$ cat src/rtl/motion_sequencer.sv
// Command stage for pulse_generator: quarter turns, continuous runs and stops, with speed
// ramping driven by step_pulse feedback and half-step absolute position tracking.
module motion_sequencer #(
  parameter int unsigned STEPS_PER_REV = 200,
  parameter int unsigned RAMP_STEPS    = 8,
  parameter int unsigned POS_W         = 16
) (
  input  logic             clk,
  input  logic             reset,
  input  logic             start_quarter,
  input  logic             run_continuous,
  input  logic             stop_req,
  input  logic             direction,
  input  logic             step_mode,
  input  logic [2:0]       target_speed,
  input  logic             step_pulse,
  output logic             enable,
  output logic             dir_o,
  output logic             step_size,
  output logic [2:0]       speed_value,
  output logic             busy,
  output logic             done,
  output logic [POS_W-1:0] position
);

  localparam int unsigned PosMod = 2 * STEPS_PER_REV;
  localparam int unsigned RemW   = $clog2(STEPS_PER_REV / 2 + 1);
  localparam int unsigned RampW  = (RAMP_STEPS > 1) ? $clog2(RAMP_STEPS) : 1;
  localparam logic [RemW-1:0]  RemFull  = RemW'(STEPS_PER_REV / 4);
  localparam logic [RemW-1:0]  RemHalf  = RemW'(STEPS_PER_REV / 2);
  localparam logic [RampW-1:0] RampLast = RampW'(RAMP_STEPS - 1);

  typedef enum logic [1:0] {StIdle, StRunQ, StRunC, StDecel} state_e;

  state_e           state_q, state_d;
  logic [RemW-1:0]  rem_q, rem_d, rem_dec;
  logic [RampW-1:0] ramp_q, ramp_d;
  logic             en_d, dir_d, size_d, busy_d, done_d;
  logic [2:0]       speed_d, tgt, ramped;
  logic [POS_W-1:0] pos_d;
  logic             step_ev, ramp_tick;
  logic [31:0]      pos_ext, amt, pos_step, brake_dist;

  assign step_ev   = step_pulse && enable;
  assign ramp_tick = step_ev && (ramp_q == RampLast);
  assign rem_dec   = rem_q - RemW'(1);

  // Speed after one ramp tick in a running state; a quarter turn brakes once the
  // remaining distance no longer covers the ramp-down at the current level.
  always_comb begin
    tgt        = (target_speed > 3'd5) ? 3'd5 : target_speed;
    brake_dist = 32'(speed_value) * RAMP_STEPS;
    ramped     = speed_value;
    if (state_q == StRunQ && 32'(rem_dec) <= brake_dist) begin
      if (speed_value != 3'd0) ramped = speed_value - 3'd1;
    end else if (speed_value < tgt) begin
      ramped = speed_value + 3'd1;
    end else if (speed_value > tgt) begin
      ramped = speed_value - 3'd1;
    end
  end

  always_comb begin
    amt     = step_size ? 32'd2 : 32'd1;
    pos_ext = 32'(position);
    if (dir_o) begin
      pos_step = (pos_ext + amt >= PosMod) ? pos_ext + amt - PosMod : pos_ext + amt;
    end else begin
      pos_step = (pos_ext >= amt) ? pos_ext - amt : pos_ext + PosMod - amt;
    end
  end

  always_comb begin
    state_d = state_q;
    rem_d   = rem_q;
    ramp_d  = ramp_q;
    en_d    = enable;
    dir_d   = dir_o;
    size_d  = step_size;
    speed_d = speed_value;
    done_d  = 1'b0;
    pos_d   = position;
    if (step_ev) begin
      pos_d  = POS_W'(pos_step);
      ramp_d = (ramp_q == RampLast) ? '0 : ramp_q + RampW'(1);
    end
    unique case (state_q)
      StIdle: begin
        if (start_quarter || run_continuous) begin
          state_d = start_quarter ? StRunQ : StRunC;
          rem_d   = step_mode ? RemFull : RemHalf;
          dir_d   = direction;
          size_d  = step_mode;
          speed_d = 3'd0;
          ramp_d  = '0;
          en_d    = 1'b1;
        end
      end
      StRunQ: begin
        if (step_ev) rem_d = rem_dec;
        if (step_ev && rem_dec == '0) begin
          en_d    = 1'b0;
          done_d  = 1'b1;
          state_d = StIdle;
        end else begin
          if (ramp_tick) speed_d = ramped;
          if (stop_req) state_d = StDecel;
        end
      end
      StRunC: begin
        if (ramp_tick) speed_d = ramped;
        if (stop_req || !run_continuous) state_d = StDecel;
      end
      StDecel: begin
        if (ramp_tick) begin
          if (speed_value != 3'd0) begin
            speed_d = speed_value - 3'd1;
          end else begin
            en_d    = 1'b0;
            done_d  = 1'b1;
            state_d = StIdle;
          end
        end
      end
      default: state_d = StIdle;
    endcase
    busy_d = (state_d != StIdle);
  end

  always_ff @(posedge clk or posedge reset) begin
    if (reset) begin
      state_q     <= StIdle;
      rem_q       <= '0;
      ramp_q      <= '0;
      enable      <= 1'b0;
      dir_o       <= 1'b0;
      step_size   <= 1'b1;
      speed_value <= 3'd0;
      busy        <= 1'b0;
      done        <= 1'b0;
      position    <= '0;
    end else begin
      state_q     <= state_d;
      rem_q       <= rem_d;
      ramp_q      <= ramp_d;
      enable      <= en_d;
      dir_o       <= dir_d;
      step_size   <= size_d;
      speed_value <= speed_d;
      busy        <= busy_d;
      done        <= done_d;
      position    <= pos_d;
    end
  end

endmodule

$ cat config.mk
export PLATFORM = sky130hd
export DESIGN_NAME = motion_sequencer
export DESIGN_NICKNAME = d
export VERILOG_FILES = /design/src/rtl/motion_sequencer.sv
export SDC_FILE = /design/constraint.sdc
export NUM_CORES = 1
export LEC_CHECK = 0
export CORE_MARGIN = 2
export CORE_UTILIZATION = 54
export DETAILED_ROUTE_END_ITERATION = 12
export GPL_ROUTABILITY_DRIVEN = 0
export PLACE_DENSITY = 0.84
export SYNTH_ARGS = -nofsm -noshare
export SYNTH_HDL_FRONTEND = slang
export SYNTH_SLANG_ARGS = --single-unit
$ cat constraint.sdc
create_clock -name clk -period 3.3 [get_ports clk]
set_input_delay 0.33 -clock clk [delete_from_list [all_inputs] [get_ports clk]]
set_output_delay 0.33 -clock clk [all_outputs]
set_load 0.01 [all_outputs]
-- Word level (Yosys, flattened, before mapping)
Index checks and enable logic that the tools add are counted.
- add/sub/neg operators: 9
- $lt $le $gt $ge: 6
- equal/unequal tests: 10
- multiplexer cells: 39
- reduce and logical (&&, ||, !) cells: 17
- operators with widths (kind ; count):
    $mux W16 ; 3
    $mux W3 ; 13
    $sub A16 B2 Y16 ; 2
    $mux W7 ; 3
    $add A16 B2 Y17 ; 1
    $ge A17 B9 Y1 const B ; 1
    $add A16 B9 Y16 const B ; 1
    $ge A16 B2 Y1 ; 1
    $mux W2 ; 8
    $sub A16 B9 Y16 const B ; 1
    $pmux W7 S2 ; 1
    $pmux W3 S4 ; 1
    $ne A2 B2 Y1 const B ; 5
    $pmux W2 S4 ; 1
    $le A7 B6 Y1 ; 1
    $logic_not A7 Y1 ; 1
    $mux W1 ; 7
    $sub A7 B1 Y7 const B ; 1
    $add A3 B1 Y3 const B ; 2
    $reduce_and A3 Y1 ; 2
    $reduce_bool A3 Y1 ; 2
    $reduce_and A5 Y1 ; 1
    $eq A2 B2 Y1 const B ; 2
    $logic_and A1 B1 Y1 ; 4
    14 further kinds ; 16
- flip-flop bits (word level): 36
- input bits: 11
- logic and storage cells: 91

-- Longest topological paths before layout
- depth after elaboration: 9
- depth in mapped cells: 15
- depth with buffers taken out: 15

-- Worst setup path before layout
OpenSTA, ideal clock, no wires.
- path type: reg2reg
- from: register step_size
- to: register position[6]
- setup time: 0.132 ns
- arrival time: 3.194 ns
- data required time: 3.168 ns
- slack: -0.026 ns
- stages on the path, launching flop included: 13
- cell sequence: dfstp_2 -> inv_1 -> fa_1 -> and4b_1 -> buf_6 -> nand4_2 -> xnor2_2 -> or4_4 -> nor4_2 -> buf_4 -> o21ai_2 -> a311oi_1 -> a21oi_1
- word-level cells in the longest chain between the ends: 5
- RTL lines (item ; RTL line ; RTL):
    start: declaration ; 19 ; output logic step_size,
    start signal: assignment ; 148 ; step_size <= size_d;
    $mux W2 * ; 64 ; amt = step_size ? 32'd2 : 32'd1;
    $add A16 B2 Y17 ; 67 ; pos_step = (pos_ext + amt >= PosMod) ? pos_ext + amt - PosMod : pos_ext + amt;
    $sub A16 B9 Y16 / $ge A17 B9 Y1 (equally long branches) ; 67 ;
    $mux W16 ; 67 ;
    $mux W16 * ; 66 ; if (dir_o) begin
    end signal: assignment ; 152 ; position <= pos_d;
    end: declaration ; 23 ; output logic [POS_W-1:0] position
Every way passes the cells marked *; elsewhere a longest branch is shown, timed or not.
A chain may end at the register's enable or synchronous reset.

-- Final worst setup path
- from: register step_size
- to: register position[14]
The elaborated chain is that of the path after synthesis.

==> impl_metrics.toml <==
[yosys]
asyncSetResetFlopFracSynth = 1.00
synthFlopType = "dfrtp_1"
yosysTopAreaCellShare = 0.200
synth_cells = 520
synth_edf_count = 0
synth_top_area_cell = "dfrtp_1"
syn_area_sq_um = 4370
yosys_warnings = 0
seq_area_frac_synth = 0.206
yosysUniqueCellTypes = 85
syn_nets = 590
ys_ff_latch = 36
avgSynthCellArea_sq_um = 8.41
synth_area_leaders = "dfrtp_1 (20%), ha_1 (16%), xnor2_1 (6.0%), nand2_1 (4.2%), inv_1 (3.7%)"

[die]
core_sq_um = 7770
dieArea_sq_um = 8830
fp.dieH_um = 94.0
ios = 35
start_util = 0.563
die_w_um = 94.0
rows = 32

[setup_path]
timing.rr.end = "position[14]"
crit_chain = "clkinvlp_4 -> fa_2 -> buf_4 -> nand4b_1 -> nor2_1 -> xnor2_1 -> buf_4 -> buf_4 -> buf_4 -> nor4_1 -> o311ai_1 -> xnor2_1 -> mux2_1 -> o211ai_1"
path_class = "register to register"
arrival_ns = 3.77
crit_path_max_fanout = 5
required_ns = 3.52
critPathTopFamily = "buffers and inverters"
crit-reg2reg-launch = "step_size"
cp-start-kind = "register"
crit_path_end_kind = "register"
critPathMostFrequentCell = "buf_4"
cpPeakStageDelay_ns = 0.56
ff2ff_setup_slack_ns = -0.25
path_buf_inv = 5
cp_slowest_cell = "dfstp_2"
worstSetupStartpoint = "step_size"
rr_worst_depth = 14

[timing]
whs_ns = 0.445
relSlewSlack = 0.379
fin_skew_ns = 0.0162
hold_violations = 0
finalCriticalPeriod_ns = 3.55
max_clock_freq_ghz = 0.282
rsz0062_at_grt = "true"
tightest_slew_ns = 0.932
fin_crit_sh = 1.08
layout_setup_ws_ns = -0.251
fin_tns_setup_ns = -1.10
setup_viol = 12
drv_slew = 0

[power]
power.net_switching_mw = 3.45
peakVddDrop_v = 0.000603
p_int_mw = 3.41
switching_share = 0.503
leakage_nw = 2.45
clock_power_share = 0.082
combPwrFrac = 0.766
powerDensity_nw_per_um2 = 1190
pwr-share-seq = 0.152

[detailed_routing]
wl_per_cell_um = 21.1
drc = 0
dr_total_vias = 4736
antenna_violating_nets_post_route = 0
first_pass_iters = 7
viasPerCell = 6.63
totalWireLength_um = 15100
drtIter0Drc = 605

[clock_network]
cts.sink_count = 36
path_clk_slew_ns = 0.08
clk-insertion-delay-late_ns = 0.31
cts_hold_buf = 0
numCtsBuffers = 5
cts.path.max_buffers = 2
htree_levels = 2
cts_root_buffer = "clkbuf_8"
cts_tree = "yes"

[global_route]
grt_pass1_vias = 4413
grtUsageTotal = 0.302
grt_max_degree = 37
grt.overflow.total = 0
grt_first_pass_wirelength_um = 21300
antenna_found_initial = 0

[status]
status = "finished, violations left"
violations = "setup timing"

[placed_design]
placed_cells = 686
dp_hpwl_um = 9620
place_ws_ns = -0.121
portBuffers = 34

[cells_and_area]
multi_input_area_sq_um = 3540
layout-drive-gt1-share = 0.242
syn2layout_area_growth_pct = 31.8
antennaDiodeCount = 0
nets = 681
seq_area_sq_um = 903
utilization = 0.742
fillCellCount = 510
fin_cells = 714

[hold_path]
hold_path.class = "primary input to async pin"

[run]
cap_viol_max_count = 0
-- cells by family after synthesis --
| group | count (synthesis) | share of synthesized area |
|---|---|---|
| flops | 36 | 0.206 |
| buf+inv | 59 | 0.0584 |
| xor+xnor | 41 | 0.0907 |
| compound gates | 146 | 0.237 |
| simple gates | 174 | 0.222 |
| fa+ha+maj | 59 | 0.174 |
| mux | 5 | 0.0117 |
-- cells in the mapped netlist (5+ instances only) --
cell type,instances
o211ai_1,5
ha_1,56
or3_1,5
a31oi_1,6
clkbuf_1,7
a211oi_1,5
dfrtp_1,35
nand2b_1,10
xor2_1,6
nor3_1,14
nand2_1,49
nand3_1,7
xnor2_1,30
o21a_1,5
a21oi_1,29
inv_1,43
o21ai_1,5
o22a_1,5
o31ai_1,10
nor2b_1,7
o21ai_0,30
nor2_1,34
-- worst min-delay path, delay by kind of cell --
kind | cells | cell delay, ns
buffers and inverters | 3 | 0.86
-- metal layers --
metal	global-route usage	routed length [um]
met4	0.157	972
met3	0.0401	1150
met5	0	0
met1	0.372	5600
met2	0.514	7340
-- placed cells by master (no fill, tap or decap), drive strengths merged, types with 14 or more instances in the layout --
cell,synthesis,final
a21oi,29,29
buf,9,66
clkdlybuf4s50,0,34
dfrtp,35,35
ha,56,56
inv,43,42
nand2,50,50
nor2,34,34
nor3,14,14
o21ai,36,36
xnor2,34,34
-- flip-flops by register name, summed over array words and instances (netlist names) --
name         flops
position        16
dir_o            1
state_q          2
busy             1
done             1
ramp_q           3
rem_q            7
speed_value      3
enable           1
step_size        1
-- what timing repair did --
action / 4_1_cts / 5_1_grt
buffers inserted: 7 / 12
pin swaps: 12 / 24
gates resized for setup: 17 / 54
gates cloned: 0 / 1
endpoints found under the setup margin: 9 / 15
-- how the worst max path moves through the flow --
stage / end / slack [ns] / depth (start not counted)
6_report: position[14] / -0.25 / 14
5_1_grt: position[14] / -0.33 / 14
4_1_cts: position[10] / -0.03 / 12
3_5_place_dp: position[15] / -0.12 / 13
3_3_place_gp: position[6] / 0.02 / 14
2_1_floorplan: position[6] / 0.04 / 14
-- per-stage QoR --
| stage | power [mW] | instance area, sq um |
|---|---|---|
| floorplan | 3.90 | 4380 |
| global placement | 5.15 | 5090 |
| detailed placement | 5.36 | 5090 |
| CTS | 6.12 | 5390 |
| global route | 7.26 | 5760 |
| finish | 6.86 | 5760 |
-- cell type report --
cell class              instances  share of cell area
well taps                     102              0.0221
clock buffers                   5              0.0119
inverters                      43              0.0287
repair buffers                100               0.150
flip-flops and latches         36               0.157
clock inverters                 3              0.0156
multi-input cells             425               0.615
-- power by group through the flow --
| stage | Combinational [mW] | Clock (mW) | Sequential, mW |
|---|---|---|---|
| floorplan | 2.96 | 0 | 0.939 |
| global placement | 4.17 | 0 | 0.975 |
| detailed placement | 4.37 | 0 | 0.991 |
| CTS | 4.56 | 0.563 | 0.996 |
| global route | 5.61 | 0.580 | 1.07 |
| finish | 5.25 | 0.564 | 1.04 |
Power figures use the tool's default switching activity.
